--- config.mk ---
export PLATFORM = sky130hd
export DESIGN_NAME = gen_bus_debounce
export DESIGN_NICKNAME = d
export VERILOG_FILES = /design/src/rtl/gen_bus_debounce.sv
export SDC_FILE = /design/constraint.sdc
export NUM_CORES = 1
export LEC_CHECK = 0
export CAP_MARGIN = 20
export CELL_PAD_IN_SITES_DETAIL_PLACEMENT = 1
export CELL_PAD_IN_SITES_GLOBAL_PLACEMENT = 1
export CORE_MARGIN = 2
export CORE_UTILIZATION = 30
export DETAILED_ROUTE_END_ITERATION = 6
export PLACE_DENSITY = 0.61
export SYNTH_ARGS = -nofsm -noshare
export SYNTH_HDL_FRONTEND = slang
export SYNTH_SLANG_ARGS = --single-unit
--- constraint.sdc ---
create_clock -name clk -period 2.5 [get_ports clk]
set_clock_uncertainty 0.15 [all_clocks]
set_input_delay 0.375 -clock clk [delete_from_list [all_inputs] [get_ports clk]]
set_output_delay 0.375 -clock clk [all_outputs]
set_load 0.01 [all_outputs]
--- src/rtl/gen_bus_debounce.sv ---
// Per-bit debouncer with edge detection for slow, already-synchronized front-panel inputs.
// A shared prescaler paces sampling; each bit must differ for DEBOUNCE_CNT ticks before it is accepted.
module gen_bus_debounce #(
    parameter int unsigned BUS_WIDTH    = 8,
    parameter logic        RST_VAL      = 1'b0,
    parameter int unsigned PRESCALE     = 1,
    parameter int unsigned PRE_WIDTH    = 16,
    parameter int unsigned DEBOUNCE_CNT = 1000,
    parameter int unsigned CNT_WIDTH    = 16
) (
    input  logic                 clk,
    input  logic                 rst,
    input  logic [BUS_WIDTH-1:0] sync_in,
    output logic [BUS_WIDTH-1:0] db_out,
    output logic [BUS_WIDTH-1:0] rise_pulse,
    output logic [BUS_WIDTH-1:0] fall_pulse,
    output logic                 any_change
);

    localparam logic [PRE_WIDTH-1:0] PRE_LAST = PRE_WIDTH'(PRESCALE - 1);
    localparam logic [CNT_WIDTH-1:0] CNT_LAST = CNT_WIDTH'(DEBOUNCE_CNT - 1);

    logic [PRE_WIDTH-1:0] pre_q;
    logic                 tick;

    logic [CNT_WIDTH-1:0] cnt_q [BUS_WIDTH];
    logic [CNT_WIDTH-1:0] cnt_d [BUS_WIDTH];
    logic [BUS_WIDTH-1:0] db_d;
    logic [BUS_WIDTH-1:0] rise_d;
    logic [BUS_WIDTH-1:0] fall_d;

    // Free-running sample-rate prescaler; with PRESCALE=1 it stays at zero and tick is constant.
    assign tick = (pre_q == PRE_LAST);

    always_ff @(posedge clk or negedge rst) begin
        if (!rst) begin
            pre_q <= '0;
        end else if (tick) begin
            pre_q <= '0;
        end else begin
            pre_q <= pre_q + PRE_WIDTH'(1);
        end
    end

    // Qualification: any sample matching the current level restarts the count for that bit.
    always_comb begin
        db_d   = db_out;
        rise_d = '0;
        fall_d = '0;
        for (int i = 0; i < int'(BUS_WIDTH); i++) begin
            cnt_d[i] = cnt_q[i];
            if (sync_in[i] == db_out[i]) begin
                cnt_d[i] = '0;
            end else if (tick) begin
                if (cnt_q[i] == CNT_LAST) begin
                    db_d[i]   = sync_in[i];
                    rise_d[i] = sync_in[i];
                    fall_d[i] = ~sync_in[i];
                    cnt_d[i]  = '0;
                end else begin
                    cnt_d[i] = cnt_q[i] + CNT_WIDTH'(1);
                end
            end
        end
    end

    always_ff @(posedge clk or negedge rst) begin
        if (!rst) begin
            db_out     <= {BUS_WIDTH{RST_VAL}};
            rise_pulse <= '0;
            fall_pulse <= '0;
            for (int i = 0; i < int'(BUS_WIDTH); i++) begin
                cnt_q[i] <= '0;
            end
        end else begin
            db_out     <= db_d;
            rise_pulse <= rise_d;
            fall_pulse <= fall_d;
            for (int i = 0; i < int'(BUS_WIDTH); i++) begin
                cnt_q[i] <= cnt_d[i];
            end
        end
    end

    assign any_change = |{rise_pulse, fall_pulse};

endmodule

==> flow_summary.yaml, run 1 <==
synthesis:
  yosysTopAreaCellShare_pct: 46.3
  post_synth_fa_ha_maj_area_fraction_pct: 1.38
  synth_warnings: 0
  yosys.area_share.simple_pct: 30.9
  synthMuxAreaShare_pct: 1.43
  syn_area_mm2: 0.00908
  synth.avg_cell_area_um2: 9.15
  synthDistinctLibCells: 63
  synth-seq-cells: 168
  synth.most_common_cell: "dfrtp_1"
  synth_common_cells: "168 x dfrtp_1, 109 x nor2_1, 83 x nand2_1"
  synth-edff-count: 0
  synth_compound_area_share_pct: 13.0
  synth_area_leaders: "dfrtp_1 46%, nor2_1 4.5%, nand3_1 4.2%"
  synth_top_family_by_area: "simple AND/OR/NAND/NOR gates"
  synth_ff_type: "dfrtp_1"
  synthArstFlopShare_pct: 100
  synth_cells: 993
  synth_xor_area_share_pct: 4.44
  ys_seq_area_share_pct: 46.3
  yosys.area.top_type: "dfrtp_1"
  syn-num-nets: 1013
clocking:
  cts.clk_slew.worst_paths_ns: 0.07
  clockBufferDepth: 2
  cts_tree: "built"
  clkLatencyLatePin_ns: 0.44
  clock-sinks: 168
  clockRootBuffer: "clkbuf_16"
  h-tree-depth: 4
  cts_made_buffers: 17
sta:
  setup_viol: 0
  relSlewSlack_pct: 37.1
  worstMarginPinSlew_ns: 0.937
  finalMaxSlewViolations: 0
  period_share_pct: 95.3
  fmaxAchievable_mhz: 420
  setup_tns_ns: 0
  holdWs_ns: 0.332
  finalCriticalPeriod_ns: 2.38
  finalHoldViolCount: 0
worst_setup_path:
  critPathSlowestCell: "or4_1"
  timing.rr.end: "cnt_q[99]"
  r2r_cells: 7
  critical_path_required_ns: 2.67
  critPathTopFamily: "simple AND/OR/NAND/NOR gates"
  crit_path_end_kind: "flop"
  worst-path-buf-inv: 2
  critical_path_class: "reg2reg"
  critPathMaxFanout: 9
  cpPeakStageDelay_ns: 0.58
  regToRegStartpoint: "cnt_q[109]"
  path_cells: "or4_1, nor4_4, buf_4, nor3_2, buf_4, a21o_1, a22o_1"
  worstSetupStartpointType: "flop"
  crit_path_frequent_cell: "buf_4"
  rrSetupSlack_ns: 0.12
  crit_arrival_ns: 2.55
placement:
  dp_hpwl_um: 17700
  io_buffers: 34
  gp_congestion: 0.796
  dpl.cell_count: 1443
  placed_area_mm2: 0.0103
min_path:
  worstHoldStart: "cnt_q[79]"
  min_path_cells: 1
  whs_endpoint: "cnt_q[79]"
  hp-class: "reg2reg"
job:
  drv_cap: 0
route:
  first_pass_iters: 4
  viasPerCell: 5.43
  drt_iter0_drc: 418
  drtAntennaViolNets: 0
  drc: 0
  wl_um: 25400
  routedWlPerCell_um: 17.2
  routed-via-count: 8022
final_layout:
  drive_above_1_share_pct: 12.9
  final_nets: 1095
  fin_area_mm2: 0.0110
  antenna_cells: 0
  instances_no_fill: 1478
  area_growth_pct: 21.4
grt:
  grt_pass1_wl_um: 43600
  grt_pass1_vias: 8453
  antenna_found_initial: 0
  grt_max_degree: 67
  grt.overflow.total: 0
  grt_usage_pct: 16.9
die:
  start_util_pct: 30.6
  die_x_um: 178
  core_mm2: 0.0297
  fp.dieH_um: 178
  ioPinCount: 35
  dieArea_mm2: 0.0317
  rows: 63
power_and_ir_drop:
  p_seq_share_pct: 47.4
  p_total_mw: 6.05
  vdd_drop_max_mv: 0.508
  netSwitchingPower_mw: 1.58
  swShare_pct: 26.1
  clkPwrFrac_pct: 45.1
  combPwrFrac_pct: 7.5
  p_per_area_mw_per_mm2: 548
  p_int_mw: 4.47
  p_leak_nw: 4.48
status:
  outcome: "completed"
## final cells by class
class,count,area (µm²)
Inverter,11,41.3
Clock buffer,18,429
Timing Repair Buffer,105,961
Clock inverter,14,164
Tap cell,390,488
Sequential cell,168,4200
Fill cell,3415,18700
Multi-Input combinational cell,772,4740
## power groups by stage
stage | clock network [mW] | logic [mW] | registers (mW)
after global placement | 0 | 0.450 | 2.92
final | 2.73 | 0.454 | 2.87
after floorplan | 0 | 0.245 | 2.90
after CTS | 2.80 | 0.467 | 2.87
after global routing | 2.93 | 0.520 | 2.88
after detailed placement | 0 | 0.462 | 2.92
## metrics by stage
stage,utilization [%],setup slack (ns)
3_5_place_dp,34.7,0.0271
4_1_cts,36.8,-0.0157
6_report,37.1,0.118
3_3_place_gp,34.7,0.0401
2_1_floorplan,-,0.326
5_1_grt,37.1,-0.0227
## worst max path at each step
stage                     startpoint         end  slack [ns]  cells past startpoint
after floorplan             pre_q[0]   cnt_q[94]        0.33                      9
after global placement     cnt_q[10]   cnt_q[11]        0.04                      5
after detailed placement    pre_q[0]   cnt_q[86]        0.03                      8
after CTS                   pre_q[0]  cnt_q[111]       -0.02                      8
after global routing        pre_q[0]  cnt_q[106]       -0.02                      8
final                     cnt_q[109]   cnt_q[99]        0.12                      7
## layer usage
metal  part of all wire [%]  global-route usage [%]
met4                    1.3                    4.41
met2                     49                    29.0
met1                     48                    22.4
met5                      0                       0
met3                    1.5                    2.41
## what timing repair did
item | in CTS | in global routing
gates resized for setup | 3 | 14
buffers inserted | 0 | 2
hold buffers | 1 | 0
endpoints found under the hold margin | 62 | 0
pin swaps | 2 | 1
setup endpoints to repair | 14 | 101
## kinds of logic (layout without fill, tap and decap cells)
family | after synthesis | after routing
AO/OA/AOI/OAI | 197 | 197
adder cells (fa/ha/maj) | 10 | 10
buffers and inverters | 53 | 148
multiplexers | 12 | 12
XOR/XNOR | 46 | 46
flip-flops | 168 | 168
AND/OR/NAND/NOR | 507 | 507
## state kept, by name (all words and copies together), names as in the netlist
| signal | cells |
|---|---|
| pre_q | 16 |
| cnt_q | 128 |
| rise_pulse | 8 |
| fall_pulse | 8 |
| db_out | 8 |
## layout by cell type (no fill, tap or decap), types with 8 or more instances in the layout
cell / instances
dfrtp_1: 168
nor2_1: 109
nand2_1: 82
nand3_1: 77
a21oi_1: 64
buf_4: 63
o21ai_0: 51
nand4_1: 34
clkdlybuf4s50_1: 32
nor3_1: 31
xnor2_1: 27
a31oi_1: 27
nor4_1: 26
or3_1: 23
xor2_1: 19
nor3b_1: 18
or4_1: 17
and3_1: 17
clkbuf_16: 17
inv_1: 11
ha_1: 10
nand3b_1: 9
and4_1: 8
o21ai_1: 8
Note: power is estimated with default switching activity, not from simulation.
==> run 2: changes to the inputs <==
Settings changed: CORE_MARGIN 2 to 8.
==> run 2 against run 1 <==
- clock power grew 1%
- first-iteration DRC count grew 2.2%
- core utilization is essentially flat
- register-to-register slack gained 0.02 ns
- largest power group unchanged
- highest routed layer is now met5
==> flow_summary.yaml, run 2 (synthesis results as in run 1) <==
job:
  drv_cap: 0
route:
  wl_um: 25600
  drtAntennaViolNets: 0
  routedWlPerCell_um: 17.2
  first_pass_iters: 5
  routed-via-count: 8057
  drc: 0
  viasPerCell: 5.41
  drt_iter0_drc: 427
final_layout:
  regMostFlops: "cnt_q"
  largest_registers: "cnt_q x128, pre_q x16"
  fin_area_mm2: 0.0110
  instances_no_fill: 1489
  final_cell_mix: "168 x dfrtp_1, 109 x nor2_1, 83 x nand2_1, 77 x nand3_1, 77 x buf_4"
  area_growth_pct: 21.6
  final_common_cell: "dfrtp_1"
  antenna_cells: 0
  largest_reg_flops: 128
  final_nets: 1106
  drive_above_1_share_pct: 13.3
sta:
  finalHoldViolCount: 0
  worst_slack_ns: 0.0569
  fmaxAchievable_mhz: 409
  relSlewSlack_pct: 39.4
  setup_viol: 0
  worstMarginPinSlew_ns: 0.902
  holdWs_ns: 0.297
  period_share_pct: 97.7
  finalMaxSlewViolations: 0
  finalCriticalPeriod_ns: 2.44
status:
  outcome: "completed"
grt:
  grt_pass1_vias: 8400
  antenna_found_initial: 1
  grt_usage_pct: 14.5
  grt_pass1_wl_um: 43700
  grt_max_degree: 47
  grt.overflow.total: 0
power_and_ir_drop:
  p_leak_nw: 4.51
  vdd_drop_max_mv: 0.422
  p_per_area_mw_per_mm2: 552
  p_total_mw: 6.09
placement:
  io_buffers: 34
  dpl.cell_count: 1455
  placed_area_mm2: 0.0104
  pre_cts_slack_ns: 0.0307
  dp_hpwl_um: 18100
  gp_congestion: 0.806
worst_setup_path:
  crit_path_end_kind: "output pin"
  rrSetupSlack_ns: 0.14
  timing.rr.end: "cnt_q[106]"
  critical_path_required_ns: 1.98
  critPathMaxFanout: 2
  critical_path_class: "reg2out"
  r2r_cells: 6
  regToRegStartpoint: "pre_q[6]"
  worstSetupStartpointType: "flop"
  crit_arrival_ns: 1.92
die:
  die_x_um: 190
  ioPinCount: 35
  start_util_pct: 30.6
  rows: 63
  core_mm2: 0.0297
  fp.dieH_um: 190
  dieArea_mm2: 0.0361
clocking:
  clockRootBuffer: "clkbuf_16"
  cts.clk_slew.worst_paths_ns: 0.07
  cts_made_buffers: 17
  cts_tree: "built"
  clkLatencyLatePin_ns: 0.44
  clock-sinks: 168
  clockBufferDepth: 2
  h-tree-depth: 4
min_path:
  hp-class: "in2async"
-- run 2: cell types whose count changed in the layout (fill, tap and decap cells not counted), moves of 2 or more --
cell / previous run / this run
clkinv_4: 3 / 1
nor4_4: 7 / 5
buf_4: 63 / 77
buf_12: 6 / 3
nor4_1: 26 / 28
clkbuf_8: 1 / 3
-- run 2: critical path, cell delays in order (launching register included) --
cell             delay (ns)
dfrtp_1                0.44
nor4_2                 0.31
buf_4                  0.16
nand4_1                0.08
clkdlybuf4s50_1        0.50
-- run 2: through the flow --
stage / util [%] / setup TNS, ns
6_report: 37.2 / 0
5_1_grt: 37.2 / -0.0470
4_1_cts: 37.0 / -0.0138
3_5_place_dp: 34.9 / 0
3_3_place_gp: 34.9 / 0
2_1_floorplan: - / 0
-- run 2: worst max path at each step --
stage	endpoint	from	slack [ns]	depth (start not counted)
floorplan	cnt_q[94]	pre_q[0]	0.33	9
global placement	cnt_q[73]	pre_q[0]	0.14	8
global route	any_change	rise_pulse[1]	-0.01	4
finish	any_change	rise_pulse[1]	0.06	4
CTS	cnt_q[19]	pre_q[1]	-0.01	8
detailed placement	cnt_q[19]	pre_q[1]	0.03	8
-- run 2: repair_timing --
item,CTS,global route
endpoints found under the hold margin,40,0
buffers inserted,0,1
setup endpoints to repair,1,100
hold buffers,1,0
resized for setup,0,9
pin swaps,0,1
-- run 2: power breakdown --
part / switching, mW / internal [mW] / total [mW]
sequential: 0.0841 / 2.79 / 2.87
combinational: 0.269 / 0.181 / 0.451
clock: 1.21 / 1.56 / 2.77
total: 1.57 / 4.52 / 6.09
-- run 2: cell type report --
| class | instances | area (µm²) |
|---|---|---|
| fillers | 3433 | 18700 |
| multi-input cells | 772 | 4700 |
| flip-flops and latches | 168 | 4200 |
| repair buffers | 116 | 1000 |
| well taps | 390 | 488 |
| clock buffers | 19 | 453 |
| clock inverters | 13 | 155 |
| inverters | 11 | 41.3 |
-- run 2: layer usage --
layer,vias up,GRT usage [%],part of all wire (%)
met4,2,4.60,1.5
met1,4082,18.9,48
li1,3885,-,-
met3,21,2.44,1.7
met2,67,24.4,48
met5,-,0,0.055
==> run 3: changes to the inputs <==
Settings changed: RECOVER_POWER set to 25.
==> run 3 against run 2 <==
- power about the same
- register-to-register slack about the same
- critical path depth unchanged
- clock-buffer cell count unchanged
- via count about the same
- largest cell class unchanged
==> flow_summary.yaml, run 3 (synthesis results as in run 1) <==
status:
  outcome: "completed"
grt:
  grt_pass1_vias: 8400
  grt_usage_pct: 14.5
  grt_pass1_wl_um: 43700
  grt_max_degree: 47
  grt.overflow.total: 0
  antenna_found_initial: 1
power_and_ir_drop:
  p_per_area_mw_per_mm2: 552
  p_leak_nw: 4.50
  vdd_drop_max_mv: 0.422
  p_total_mw: 6.09
final_layout:
  final_nets: 1106
  final_cell_mix: "168 x dfrtp_1, 109 x nor2_1, 83 x nand2_1, 77 x nand3_1, 75 x buf_4"
  regMostFlops: "cnt_q"
  largest_reg_flops: 128
  antenna_cells: 0
  instances_no_fill: 1489
  largest_registers: "cnt_q x128, pre_q x16"
  fin_area_mm2: 0.0110
  final_util_pct: 37.1
  area_growth_pct: 21.4
  final_common_cell: "dfrtp_1"
  drive_above_1_share_pct: 13.2
clocking:
  clock-sinks: 168
  h-tree-depth: 4
  clockBufferDepth: 2
  clkLatencyLatePin_ns: 0.43
  clockRootBuffer: "clkbuf_16"
  cts_tree: "built"
  cts.clk_slew.worst_paths_ns: 0.08
  cts_made_buffers: 17
placement:
  pre_cts_slack_ns: 0.0307
  io_buffers: 34
  dpl.cell_count: 1455
  placed_area_mm2: 0.0104
  dp_hpwl_um: 18100
  gp_congestion: 0.806
worst_setup_path:
  crit_path_end_kind: "output pin"
  r2r_cells: 6
  crit_arrival_ns: 1.92
  rrSetupSlack_ns: 0.14
  critical_path_class: "reg2out"
  critical_path_required_ns: 1.98
  critPathMaxFanout: 2
  regToRegStartpoint: "pre_q[6]"
  worstSetupStartpointType: "flop"
  timing.rr.end: "cnt_q[106]"
sta:
  finalHoldViolCount: 0
  holdWs_ns: 0.352
  worst_slack_ns: 0.0576
  relSlewSlack_pct: 18.2
  finalCriticalPeriod_ns: 2.44
  fmaxAchievable_mhz: 409
  finalMaxSlewViolations: 0
  period_share_pct: 97.7
  worstMarginPinSlew_ns: 1.23
  setup_tns_ns: 0
  setup_viol: 0
job:
  drv_cap: 0
die:
  ioPinCount: 35
  core_mm2: 0.0297
  fp.dieH_um: 190
  dieArea_mm2: 0.0361
  rows: 63
  die_x_um: 190
  start_util_pct: 30.6
route:
  wl_um: 25600
  drt_iter0_drc: 407
  routed-via-count: 8056
  viasPerCell: 5.41
  drc: 0
  routedWlPerCell_um: 17.2
  drtAntennaViolNets: 0
  first_pass_iters: 4
min_path:
  min_path_cells: 1
  worstHoldStart: "cnt_q[79]"
  hp-class: "reg2reg"
  whs_endpoint: "cnt_q[79]"
## run 3: final cells by class
| type | instances | area [µm²] |
|---|---|---|
| Tap cell | 390 | 488 |
| Multi-Input combinational cell | 772 | 4700 |
| Fill cell | 3433 | 18700 |
| Timing Repair Buffer | 116 | 988 |
| Sequential cell | 168 | 4200 |
| Clock buffer | 19 | 453 |
| Clock inverter | 13 | 155 |
| Inverter | 11 | 41.3 |
## run 3: worst max path at each step
stage | start | slack [ns] | to | cells after the start
2_1_floorplan | pre_q[0] | 0.33 | cnt_q[94] | 9
3_3_place_gp | pre_q[0] | 0.14 | cnt_q[73] | 8
3_5_place_dp | pre_q[1] | 0.03 | cnt_q[19] | 8
4_1_cts | pre_q[1] | -0.01 | cnt_q[19] | 8
5_1_grt | rise_pulse[1] | -0.01 | any_change | 4
6_report | rise_pulse[1] | 0.06 | any_change | 4
## run 3: what timing repair did
item                                    CTS  global route
gates resized for setup                   0             9
setup buffers                             0             1
hold endpoints to repair                 40             0
endpoints found under the setup margin    1           100
hold buffers                              1             0
pin swaps                                 0             1
## run 3: critical path: stages (launching register included)
cell	delay [ns]
dfrtp_1	0.44
nor4_2	0.31
buf_4	0.16
nand4_1	0.08
clkdlybuf4s50_1	0.50
## run 3: routing by layer
| metal | vias up | share of wire (%) | GRT usage [%] |
|---|---|---|---|
| li1 | 3883 | - | - |
| met1 | 4079 | 48 | 18.9 |
| met2 | 65 | 48 | 24.4 |
| met3 | 27 | 1.8 | 2.44 |
| met4 | 2 | 1.8 | 4.60 |
| met5 | - | 0.055 | 0 |
## run 3: power by group
| group | internal, mW | switching [mW] |
|---|---|---|
| clock | 1.56 | 1.21 |
| combinational | 0.180 | 0.269 |
| sequential | 2.79 | 0.0836 |
| total | 4.52 | 1.56 |
